<file path="src/rtl/mul_trunc_pipe.sv">
// mul_trunc_pipe: pipelined unsigned approximate multiplier with a per-transaction
// truncation column K. Partial products a_i&b_j with i+j < K are dropped, and an
// optional bias of 2^(K-1) compensates the average truncation error.
//
// Ports
//   clk, rst          clock (rising edge), synchronous active-high reset
//   in_valid/in_ready input handshake; A, B operands, in_trunc = K, in_comp = add bias
//   out_valid/out_ready output handshake; O = approximate product, out_trunc = clamped K
//
// Handshake: a transfer happens on a rising edge where valid && ready are both high.
// Once out_valid rises, O/out_trunc hold until that transfer (or reset). in_ready is
// a combinational function of stage occupancy and out_ready.
//
// Structure: LAT register stages, each holding {valid, A, B, Kc, comp, acc}. Rows of the
// partial-product array are distributed evenly over the stages; each stage adds its rows
// to the running sum as it loads. The last stage also adds the bias and saturates, so O
// comes straight from registers.
module mul_trunc_pipe #(
  parameter int W   = 12,
  parameter int LAT = 3,
  localparam int TW = $clog2(2*W)
) (
  input  logic             clk,
  input  logic             rst,
  input  logic             in_valid,
  output logic             in_ready,
  input  logic [W-1:0]     A,
  input  logic [W-1:0]     B,
  input  logic [TW-1:0]    in_trunc,
  input  logic             in_comp,
  output logic             out_valid,
  input  logic             out_ready,
  output logic [2*W-1:0]   O,
  output logic [TW-1:0]    out_trunc
);

  localparam int PW = 2*W + 1;                  // one spare bit to detect overflow
  localparam int RP = (W + LAT - 1) / LAT;      // partial-product rows per stage
  localparam logic [TW-1:0] KMAX = TW'(2*W - 1);

  logic [LAT-1:0] v_q, v_d;
  logic [LAT-1:0] move;                          // stage contents leave this cycle
  logic [LAT-1:0] load;                          // stage captures new contents this cycle

  logic [W-1:0]   a_q    [LAT];
  logic [W-1:0]   b_q    [LAT];
  logic [TW-1:0]  kc_q   [LAT];
  logic           comp_q [LAT];
  logic [PW-1:0]  acc_q  [LAT];

  logic [W-1:0]   a_d    [LAT];
  logic [W-1:0]   b_d    [LAT];
  logic [TW-1:0]  kc_d   [LAT];
  logic           comp_d [LAT];
  logic [PW-1:0]  acc_d  [LAT];

  // Row i of the partial-product array, keeping only columns i+j >= kc.
  function automatic logic [PW-1:0] row_term(input logic [W-1:0] a, input logic [W-1:0] b,
                                             input logic [TW-1:0] kc, input int i);
    logic [PW-1:0] t;
    t = '0;
    if (a[i]) begin
      for (int j = 0; j < W; j++) begin
        if (b[j] && (i + j >= int'(kc))) t[i+j] = 1'b1;
      end
    end
    return t;
  endfunction

  // Backward pass: a stage can move when the stage after it is empty or also moving.
  always_comb begin
    logic down_free;
    move      = '0;
    down_free = out_ready;
    for (int k = LAT - 1; k >= 0; k--) begin
      move[k]   = v_q[k] & down_free;
      down_free = ~v_q[k] | move[k];
    end
  end

  assign in_ready = ~v_q[0] | move[0];

  always_comb begin
    load    = '0;
    load[0] = in_valid & in_ready;
    for (int k = 1; k < LAT; k++) load[k] = move[k-1];
    v_d = load | (v_q & ~move);
  end

  // Datapath: what each stage would capture if it loads this cycle.
  always_comb begin
    logic [PW-1:0] sum;
    sum       = '0;
    a_d[0]    = A;
    b_d[0]    = B;
    kc_d[0]   = (in_trunc > KMAX) ? KMAX : in_trunc;
    comp_d[0] = in_comp;
    for (int k = 1; k < LAT; k++) begin
      a_d[k]    = a_q[k-1];
      b_d[k]    = b_q[k-1];
      kc_d[k]   = kc_q[k-1];
      comp_d[k] = comp_q[k-1];
    end
    for (int k = 0; k < LAT; k++) begin
      sum = (k == 0) ? '0 : acc_q[k-1];
      for (int i = 0; i < W; i++) begin
        if (i / RP == k) sum = sum + row_term(a_d[k], b_d[k], kc_d[k], i);
      end
      if (k == LAT - 1) begin
        if (comp_d[k] && (kc_d[k] != '0)) sum = sum + (PW'(1) << (kc_d[k] - TW'(1)));
        if (sum[2*W]) sum = {1'b0, {(2*W){1'b1}}};
      end
      acc_d[k] = sum;
    end
  end

  always_ff @(posedge clk) begin
    if (rst) begin
      v_q <= '0;
      for (int k = 0; k < LAT; k++) begin
        a_q[k]    <= '0;
        b_q[k]    <= '0;
        kc_q[k]   <= '0;
        comp_q[k] <= 1'b0;
        acc_q[k]  <= '0;
      end
    end else begin
      v_q <= v_d;
      for (int k = 0; k < LAT; k++) begin
        if (load[k]) begin
          a_q[k]    <= a_d[k];
          b_q[k]    <= b_d[k];
          kc_q[k]   <= kc_d[k];
          comp_q[k] <= comp_d[k];
          acc_q[k]  <= acc_d[k];
        end
      end
    end
  end

  assign out_valid = v_q[LAT-1];
  assign O         = acc_q[LAT-1][2*W-1:0];
  assign out_trunc = kc_q[LAT-1];

endmodule
</file>
<file path="config.mk">
export PLATFORM = sky130hd
export DESIGN_NAME = mul_trunc_pipe
export DESIGN_NICKNAME = d
export VERILOG_FILES = /design/src/rtl/mul_trunc_pipe.sv
export SDC_FILE = /design/constraint.sdc
export NUM_CORES = 1
export LEC_CHECK = 0
export BUFFER_PORTS_ARGS = -buffer_cell sky130_fd_sc_hd__clkbuf_2
export CAP_MARGIN = 20
export CORE_UTILIZATION = 57
export CTS_CLUSTER_DIAMETER = 100
export DETAILED_ROUTE_END_ITERATION = 16
export PLACE_DENSITY_LB_ADDON = 0.08
export RECOVER_POWER = 50
export SYNTH_ARGS = -nofsm -noshare
export SYNTH_HDL_FRONTEND = slang
export SYNTH_SLANG_ARGS = --single-unit
</file>
<file path="constraint.sdc">
create_clock -name clk -period 6.1 [get_ports clk]
set_input_delay 0.61 -clock clk [delete_from_list [all_inputs] [get_ports clk]]
set_output_delay 0.61 -clock clk [all_outputs]
set_load 0.03 [all_outputs]
</file>
==> key figures, run 1 <==
Outcome
  – Run status: complete, but fails checks
  – Violations in the final reports: max-capacitance violations, max-slew violations, negative setup slack

Logic synthesis
  – Post-synthesis instance area: between 10000 and 15000 sq um
  – Register bit total from synthesis: 117
  – Post-synthesis net count: 1344
  – Top FF cell, synth: sky130_fd_sc_hd__edfxtp_1
  – Sequential cell area fraction in the yosys report: 31.3%
  – Yosys Warn Count: 0
  – Mean instance size in the synthesized netlist: between 9 and 10 sq um
  – Count of distinct cell types in the synthesized netlist: 59
  – Instance count of the mapped netlist: 1134
  – Fraction of synthesis flops using an asynchronous set or reset pin: 0%
  – Number of synthesized flops with an enable pin: roughly 110

CTS
  – Buffer type at the clock tree root: sky130_fd_sc_hd__clkbuf_16
  – Number of hold buffers added after cts: 0
  – TritonCTS buffer count: 17
  – Clock Path Buffers: 2
  – CTS sink cnt: 117
  – H-tree depth: 4
  – Clock network latency to the later pin of the worst-skew pair: 0.43 ns
  – Clock-pin slew reported for the worst setup and hold paths after clock tree synthesis: 0.06 ns
  – Clock tree from TritonCTS: yes

Route
  – Vias post-DR: 8659
  – Detailed-route wire length: 25.7 mm
  – Count of TritonRoute iterations in the first routing pass: 5
  – Via density: 5.76
  – DRC violations left: 0
  – DRC violation total after the first TritonRoute iteration: 500
  – DRT antenna net count: 0
  – Final routed wire length divided by cell count: 17.1 um

Global route
  – Total routing resource utilization after global routing: 26.5%
  – Number of antenna violations at the first check in global routing: 0
  – Met2 demand-to-capacity share in global routing: 47.7%
  – Most utilized layer in the global route result: met2
  – Pin count of the biggest net entering global routing: 58
  – Global-route wire length before repair: approximately 42 mm
  – Met1 GRT Util: between 30% and 40%
  – Congestion Overflow GR: 0
  – M3 GR Usage: under 10%
  – Vias in the first global route: 8736

STA
  – Endpoints failing hold: 0
  – Final Setup Violations: 11
  – Relative max-transition margin: -48.4%
  – Post-route fraction of the period consumed by the critical path: 101%
  – Max Slew Vio Count: 103
  – Clk_skew: 0.00699 ns
  – RSZ-0062 raised after global routing: yes
  – Post-route worst hold slack: 0.427 ns
  – Final critical delay including setup and external delays: 6.14 ns
  – Total negative slack: -0.332 ns
  – Pin slew with the least headroom to its limit: 2.23 ns
  – Final critical-path setup slack: -0.0428 ns
  – Upper clock frequency limit: 163 MHz

Critical path
  – Endpoint of the most critical register-to-register path: acc_q[0][67]$_SDFFCE_PP0P_
  – Critical path cell sequence: or2_4, buf_6, a31oi_4, and3_4, fa_1, fa_1, fa_1, ha_1, a211oi_2, o21ai_2, a311o_1, a21o_1, a21oi_2, xnor2_2, ha_4, or4_1, mux2_4, nand2_4, xnor2_4, clkbuf_16, a31oi_1
  – Reg2reg setup slack: -0.04 ns
  – Most common cell type on the critical path: sky130_fd_sc_hd__fa_1
  – CP Capture Type: flop
  – Required arrival time at the worst endpoint: slightly above 6 ns
  – Maximum fanout count along the critical path: 5
  – Slowest library cell on the worst path: sky130_fd_sc_hd__fa_1
  – Crit path DAT: 6.27 ns
  – R2R depth: 21
  – CP max stage delay: 0.54 ns
  – Worst reg2reg startpoint: kc_q[0][6]$_SDFFCE_PP0P_
  – Category of the critical setup timing path: flop to flop
  – Crit start category: flop

Die
  – Initial standard-cell utilization of the core: ~60%
  – Number of placement rows: 50
  – Width of the die: between 100 and 150 um
  – Placeable core area: approximately 19000 sq um
  – Top-level I/O count: between 60 and 70
  – Full die area: 20100 sq um
  – Height of the die: around 140 um

Hold path
  – Startpoint of the worst hold path: in_valid
  – Worst Hold End: v_q[0]$_SDFF_PP0_
  – Worst min-delay path class: input port to flop
  – Worst Hold Path Cells: 3

Cells and area
  – Area Overhead vs Synth: 16.1%
  – Most frequent cells in the layout: 114 x sky130_fd_sc_hd__edfxtp_1, 100 x sky130_fd_sc_hd__inv_1, 87 x sky130_fd_sc_hd__fa_1
  – Nets: approximately 1.4k
  – Ant diodes: 0
  – Final core utilization: between 60% and 70%
  – Share of layout cells above drive strength 1: around 17%
  – Design Area, Final: around 13000 sq um
  – Most common cell after layout, fill and taps aside: sky130_fd_sc_hd__edfxtp_1

Placed design
  – DP Area: roughly 12000 sq um
  – Pre-CTS worst setup slack: -0.0646 ns
  – Hpwl dp: approximately 19 mm
  – Count of input and output buffers: 64
  – GP Congestion: between 0.8 and 0.9

Power and ir drop
  – LEAKAGE: between 5 and 6 nW
  – Power density relative to cell area: 231 nW/um^2
  – Peak ir drop on the vdd network: 0.205 mV

Job
  – Reported max-cap violation count: 3
## report_power, final
group          internal, mW  switching [mW]  total, mW
clock                 0.653           0.411       1.06
sequential            0.969          0.0560       1.03
combinational         0.376           0.515      0.892
total                  2.00           0.982       2.98
## metal layers
layer	vias to the layer above	wire, um
met5	-	0
met1	4170	10800
li1	4188	-
met3	66	911
met2	235	13200
met4	0	838
## final cells by class
cell class | count | area (sq um)
Fill cell | 1524 | 5970
Sequential cell | 117 | 3480
Tap cell | 260 | 325
Timing Repair Buffer | 140 | 916
Multi-Input combinational cell | 850 | 7190
Clock inverter | 15 | 194
Inverter | 103 | 387
Clock buffer | 17 | 425
## synthesized netlist by cell type, types with 2 or more instances
cell                        number  area share [%]
sky130_fd_sc_hd__clkbuf_1       39             1.3
sky130_fd_sc_hd__nand2b_1       11            0.62
sky130_fd_sc_hd__o31ai_1         3            0.20
sky130_fd_sc_hd__fa_1           89              16
sky130_fd_sc_hd__or3_1           7            0.39
sky130_fd_sc_hd__o311ai_0        2            0.16
sky130_fd_sc_hd__and4b_1         2            0.18
sky130_fd_sc_hd__nor2_1         68             2.3
sky130_fd_sc_hd__nand4_1        11            0.62
sky130_fd_sc_hd__o31a_1          4            0.31
sky130_fd_sc_hd__and3_1         61             3.4
sky130_fd_sc_hd__nand3_1        79             3.6
sky130_fd_sc_hd__dfxtp_1         3            0.54
sky130_fd_sc_hd__a21o_1         21             1.4
sky130_fd_sc_hd__nand3b_1        6            0.40
sky130_fd_sc_hd__a211o_1         2            0.16
sky130_fd_sc_hd__a211oi_1        5            0.34
sky130_fd_sc_hd__ha_1           87             9.8
sky130_fd_sc_hd__o21ai_1         2           0.090
sky130_fd_sc_hd__nor4_1          2            0.11
sky130_fd_sc_hd__o21a_1         14            0.94
sky130_fd_sc_hd__nor3_1         19            0.85
sky130_fd_sc_hd__xnor2_1        32             2.5
sky130_fd_sc_hd__and2_1         74             4.2
sky130_fd_sc_hd__edfxtp_1      114              31
sky130_fd_sc_hd__o211ai_1        5            0.34
sky130_fd_sc_hd__nand2_1        40             1.3
sky130_fd_sc_hd__a31oi_1        30             1.7
sky130_fd_sc_hd__nor2b_1        17            0.96
sky130_fd_sc_hd__nor4b_1         2            0.16
sky130_fd_sc_hd__o2111ai_1       2            0.16
sky130_fd_sc_hd__or2_2           6            0.34
sky130_fd_sc_hd__nor3b_1         4            0.27
sky130_fd_sc_hd__xor2_1         13             1.0
sky130_fd_sc_hd__a21oi_1        49             2.2
sky130_fd_sc_hd__o21ai_0        54             2.4
sky130_fd_sc_hd__inv_1         103             3.5
sky130_fd_sc_hd__o21bai_1        8            0.54
sky130_fd_sc_hd__buf_4          24             1.6
## worst max-delay path, delay by kind of cell, from the launching register on
kind	cells	cell delay [ns]
AO/OA/AOI/OAI	7	1.37
XOR/XNOR	2	0.30
adder cells (fa/ha/maj)	5	1.95
buffers and inverters	2	0.34
flip-flops	1	0.42
multiplexers	1	0.31
AND/OR/NAND/NOR	4	1.14
## kinds of logic (layout without fill, tap and decap cells)
logic type	Yosys count	count (layout)	synth area share [%]
AO/OA/AOI/OAI	211	211	12.1
XOR/XNOR	47	47	3.99
adder cells (fa/ha/maj)	176	176	25.8
buffers and inverters	167	275	6.51
flip-flops	117	117	31.3
multiplexers	1	1	0.135
AND/OR/NAND/NOR	415	415	20.2
## through the flow
step / std cells / power, mW
after detailed placement: 1449 / 1.88
after floorplan: 1134 / 1.65
after global placement: 1449 / 1.87
after CTS: 1485 / 2.95
after global routing: 1502 / 3.13
final: 1502 / 2.98
## state kept, by name, summed over array words and instances, names as in the netlist
| name | flops |
|---|---|
| acc_q | 61 |
| kc_q | 15 |
| v_q | 3 |
| a_q | 12 |
| b_q | 24 |
| comp_q | 2 |
## timing repair
| action | in CTS | in global routing |
|---|---|---|
| gates cloned | 0 | 3 |
| pin swaps | 4 | 36 |
| setup buffers | 4 | 15 |
| resized for setup | 7 | 58 |
| setup endpoints to repair | 24 | 24 |
## worst max path at each step
stage | endpoint | depth (start not counted) | startpoint | slack, ns
floorplan | acc_q[0][59]$_SDFFCE_PP0P_ | 26 | kc_q[0][6]$_SDFFCE_PP0P_ | 0.01
detailed placement | acc_q[0][52]$_SDFFCE_PP0P_ | 24 | kc_q[0][7]$_SDFFCE_PP0P_ | -0.06
global route | acc_q[0][62]$_SDFFCE_PP0P_ | 26 | kc_q[0][6]$_SDFFCE_PP0P_ | -0.24
global placement | acc_q[0][57]$_SDFFCE_PP0P_ | 20 | kc_q[0][6]$_SDFFCE_PP0P_ | 0.06
CTS | acc_q[0][52]$_SDFFCE_PP0P_ | 25 | kc_q[0][9]$_SDFFCE_PP0P_ | 0.009
finish | acc_q[0][67]$_SDFFCE_PP0P_ | 21 | kc_q[0][6]$_SDFFCE_PP0P_ | -0.04
No activity file was read; power rests on OpenSTA's default activity.
==> run 2, diff against run 1 <==
Settings changed: RECOVER_POWER 50 to 100, SLEW_MARGIN from default to 20.
==> run 2 against run 1 <==
The flow still finishes with violations (max-capacitance violations, max-slew violations, negative setup slack). Sequential power is essentially flat. Register-to-register slack about the same. Sequential share of layout area is essentially flat. Setup slack got worse by 0.0029 ns. Die area unchanged. Utilization is essentially flat. Critical path depth is the same. Via count hardly changed. Non-clock buffer count stayed put. Final area about the same. Highest routed layer unchanged.
==> key figures, run 2 (synthesized netlist as in run 1, its figures left out) <==
Critical path
  – Reg2reg setup slack: -0.05 ns (about the same)
  – CP max stage delay: 0.54 ns (about the same)
  – Category of the critical setup timing path: flop to flop
  – R2R depth: 21 (unchanged)
  – Maximum fanout count along the critical path: 5 (unchanged)
  – Slowest library cell on the worst path: sky130_fd_sc_hd__fa_1
  – Critical path cell sequence: or2_4, buf_6, a31oi_4, and3_4, fa_1, fa_1, fa_1, ha_1, a211oi_2, o21ai_2, a311o_1, a21o_1, a21oi_2, xnor2_2, ha_4, or4_1, mux2_4, nand2_4, xnor2_4, clkbuf_16, a31oi_1
  – Crit path DAT: 6.27 ns (about the same)
  – Required arrival time at the worst endpoint: 6.23 ns (about the same)
  – Most common cell type on the critical path: sky130_fd_sc_hd__fa_1
  – Critical Path Sink: acc_q[0][67]$_SDFFCE_PP0P_
  – Critical Path Start: kc_q[0][6]$_SDFFCE_PP0P_
  – Worst reg2reg startpoint: kc_q[0][6]$_SDFFCE_PP0P_
  – CP Capture Type: flop
  – Crit start category: flop
  – Endpoint of the most critical register-to-register path: acc_q[0][67]$_SDFFCE_PP0P_

Cells and area
  – Register Area: 3480 sq um (unchanged)
  – Largest Register: acc_q
  – Area taken by multi-input logic gates: 7190 sq um (about the same)
  – Number of cells in the finished layout apart from fillers: 1502 (unchanged)
  – Most common cell after layout, fill and taps aside: sky130_fd_sc_hd__edfxtp_1
  – Share of layout cells above drive strength 1: 16.3% (-0.32 points)
  – Leading registers by flop count: acc_q (61), b_q (24), kc_q (15)
  – Number of flip-flops under the largest register name: 61 (unchanged)
  – Most frequent cells in the layout: 114 x sky130_fd_sc_hd__edfxtp_1, 100 x sky130_fd_sc_hd__inv_1, 87 x sky130_fd_sc_hd__fa_1
  – Count of filler cells inserted in the layout: 1527 (+0.20%)
  – Nets: 1439 (unchanged)
  – Ant diodes: 0 (unchanged)
  – Area Overhead vs Synth: 16.1% (about the same)
  – Final core utilization: 68.4% (about the same)

STA
  – Clk_skew: 0.00650 ns (-0.000488 ns)
  – RSZ-0062 raised after global routing: yes
  – Endpoints failing hold: 0 (unchanged)
  – Final Setup Violations: 11 (unchanged)
  – Final critical-path setup slack: -0.0457 ns (-0.00292 ns)
  – Max Slew Vio Count: 204 (+98%)
  – Pin slew with the least headroom to its limit: 2.23 ns (+0.00507 ns)
  – Post-route fraction of the period consumed by the critical path: 101% (about the same)
  – Relative max-transition margin: -48.8% (-0.34 points)
  – Final critical delay including setup and external delays: 6.15 ns (+0.00292 ns)
  – Upper clock frequency limit: 163 MHz (about the same)

Die
  – Top-level I/O count: 65 (unchanged)
  – Number of placement rows: 50 (unchanged)
  – Width of the die: 142 um (unchanged)
  – Height of the die: 142 um (unchanged)
  – Full die area: 20100 sq um (unchanged)
  – Placeable core area: 18900 sq um (unchanged)
  – Initial standard-cell utilization of the core: 58.9% (unchanged)

Power and ir drop
  – Power density relative to cell area: 231 nW/um^2 (about the same)
  – LEAKAGE: 5.94 nW (-0.63%)
  – Peak ir drop on the vdd network: 0.206 mV (+0.34%)

CTS
  – Clock network latency to the later pin of the worst-skew pair: 0.43 ns (about the same)
  – TritonCTS buffer count: 17 (unchanged)
  – H-tree depth: 4 (unchanged)
  – Clock Path Buffers: 2 (unchanged)
  – Number of hold buffers added after cts: 0 (unchanged)
  – Clock tree from TritonCTS: yes
  – Clock-pin slew reported for the worst setup and hold paths after clock tree synthesis: 0.06 ns (about the same)
  – CTS sink cnt: 117 (unchanged)
  – Buffer type at the clock tree root: sky130_fd_sc_hd__clkbuf_16

Global route
  – Global-route wire length before repair: 41.6 mm (unchanged)
  – Vias in the first global route: 8736 (unchanged)
  – Number of antenna violations at the first check in global routing: 0 (unchanged)
  – Congestion Overflow GR: 0 (unchanged)
  – Total routing resource utilization after global routing: 26.5% (unchanged)
  – Pin count of the biggest net entering global routing: 58 (unchanged)

Route
  – DRT antenna net count: 0 (unchanged)
  – Detailed-route wire length: 25.7 mm (about the same)
  – Count of TritonRoute iterations in the first routing pass: 5 (unchanged)
  – Vias post-DR: 8655 (-0.046%)
  – Via density: 5.76 (about the same)
  – Final routed wire length divided by cell count: 17.1 um (about the same)
  – DRC violation total after the first TritonRoute iteration: 531 (+6.2%)
  – DRC violations left: 0 (unchanged)

Outcome
  – Run status: complete, but fails checks
  – Violations in the final reports: max-capacitance violations, max-slew violations, negative setup slack

Placed design
  – Count of input and output buffers: 64 (unchanged)
  – Hpwl dp: 19.5 mm (unchanged)
  – Number of placed instances, taps included: 1449 (unchanged)
  – GP Congestion: 0.893 (unchanged)
  – Pre-CTS worst setup slack: -0.0646 ns (unchanged)

Hold path
  – Worst min-delay path class: input port to flop

Job
  – Reported max-cap violation count: 5 (+2)
## run 2: layer usage
metal  global-route usage [%]  vias to the layer above  wire, um  share of wire (%)
met5                        0                        -         0                  0
met4                     10.7                        0       846                3.3
met3                     3.68                       68       887                3.5
met2                     47.7                      230     13200                 51
met1                     32.0                     4168     10800                 42
li1                         -                     4189         -                  -
## run 2: where the power goes
part | switching [mW] | internal, mW
logic | 0.516 | 0.375
registers | 0.0563 | 0.970
clock network | 0.410 | 0.653
## run 2: timing repair
item	CTS	global route
setup endpoints to repair	24	24
pin swaps	4	36
resized for setup	7	58
setup buffers	4	15
gates cloned	0	3
## run 2: cell type report
type                       count  area share [%]
sequential                   117            27.0
clock inverter                15            1.50
inverter                     103            2.99
multi-input combinational    850            55.7
tap                          260            2.52
timing repair buffer         140            7.04
clock buffer                  17            3.29
## run 2: worst min path at each step
stage               cells past startpoint                         end                      start
floorplan                               1    a_q[0][20]$_SDFFCE_PP0P_    a_q[0][8]$_SDFFCE_PP0P_
global placement                        1    a_q[0][23]$_SDFFCE_PP0P_   a_q[0][11]$_SDFFCE_PP0P_
detailed placement                      1  acc_q[0][28]$_SDFFCE_PP0P_  acc_q[0][3]$_SDFFCE_PP0P_
CTS                                     3           v_q[0]$_SDFF_PP0_                   in_valid
global route                            3           v_q[0]$_SDFF_PP0_                   in_valid
finish                                  3           v_q[0]$_SDFF_PP0_                   in_valid
## run 2: critical path: cells and delay by family, from the launching register on
family / cells / cell delay, ns
compound gates: 7 / 1.37
xor+xnor: 2 / 0.30
fa+ha+maj: 5 / 1.95
buf+inv: 2 / 0.34
flops: 1 / 0.42
mux: 1 / 0.31
simple gates: 4 / 1.14
## run 2: metrics by stage
stage / power, mW / hold slack [ns] / TNS [ns] / instance area [sq um]
2_1_floorplan: 1.65 / 0.497 / 0 / 11200
3_3_place_gp: 1.87 / 0.502 / 0 / 11900
3_5_place_dp: 1.88 / 0.508 / -0.969 / 11900
4_1_cts: 2.95 / 0.415 / 0 / 12600
5_1_grt: 3.13 / 0.436 / -4.78 / 12900
6_report: 2.98 / 0.428 / -0.363 / 12900
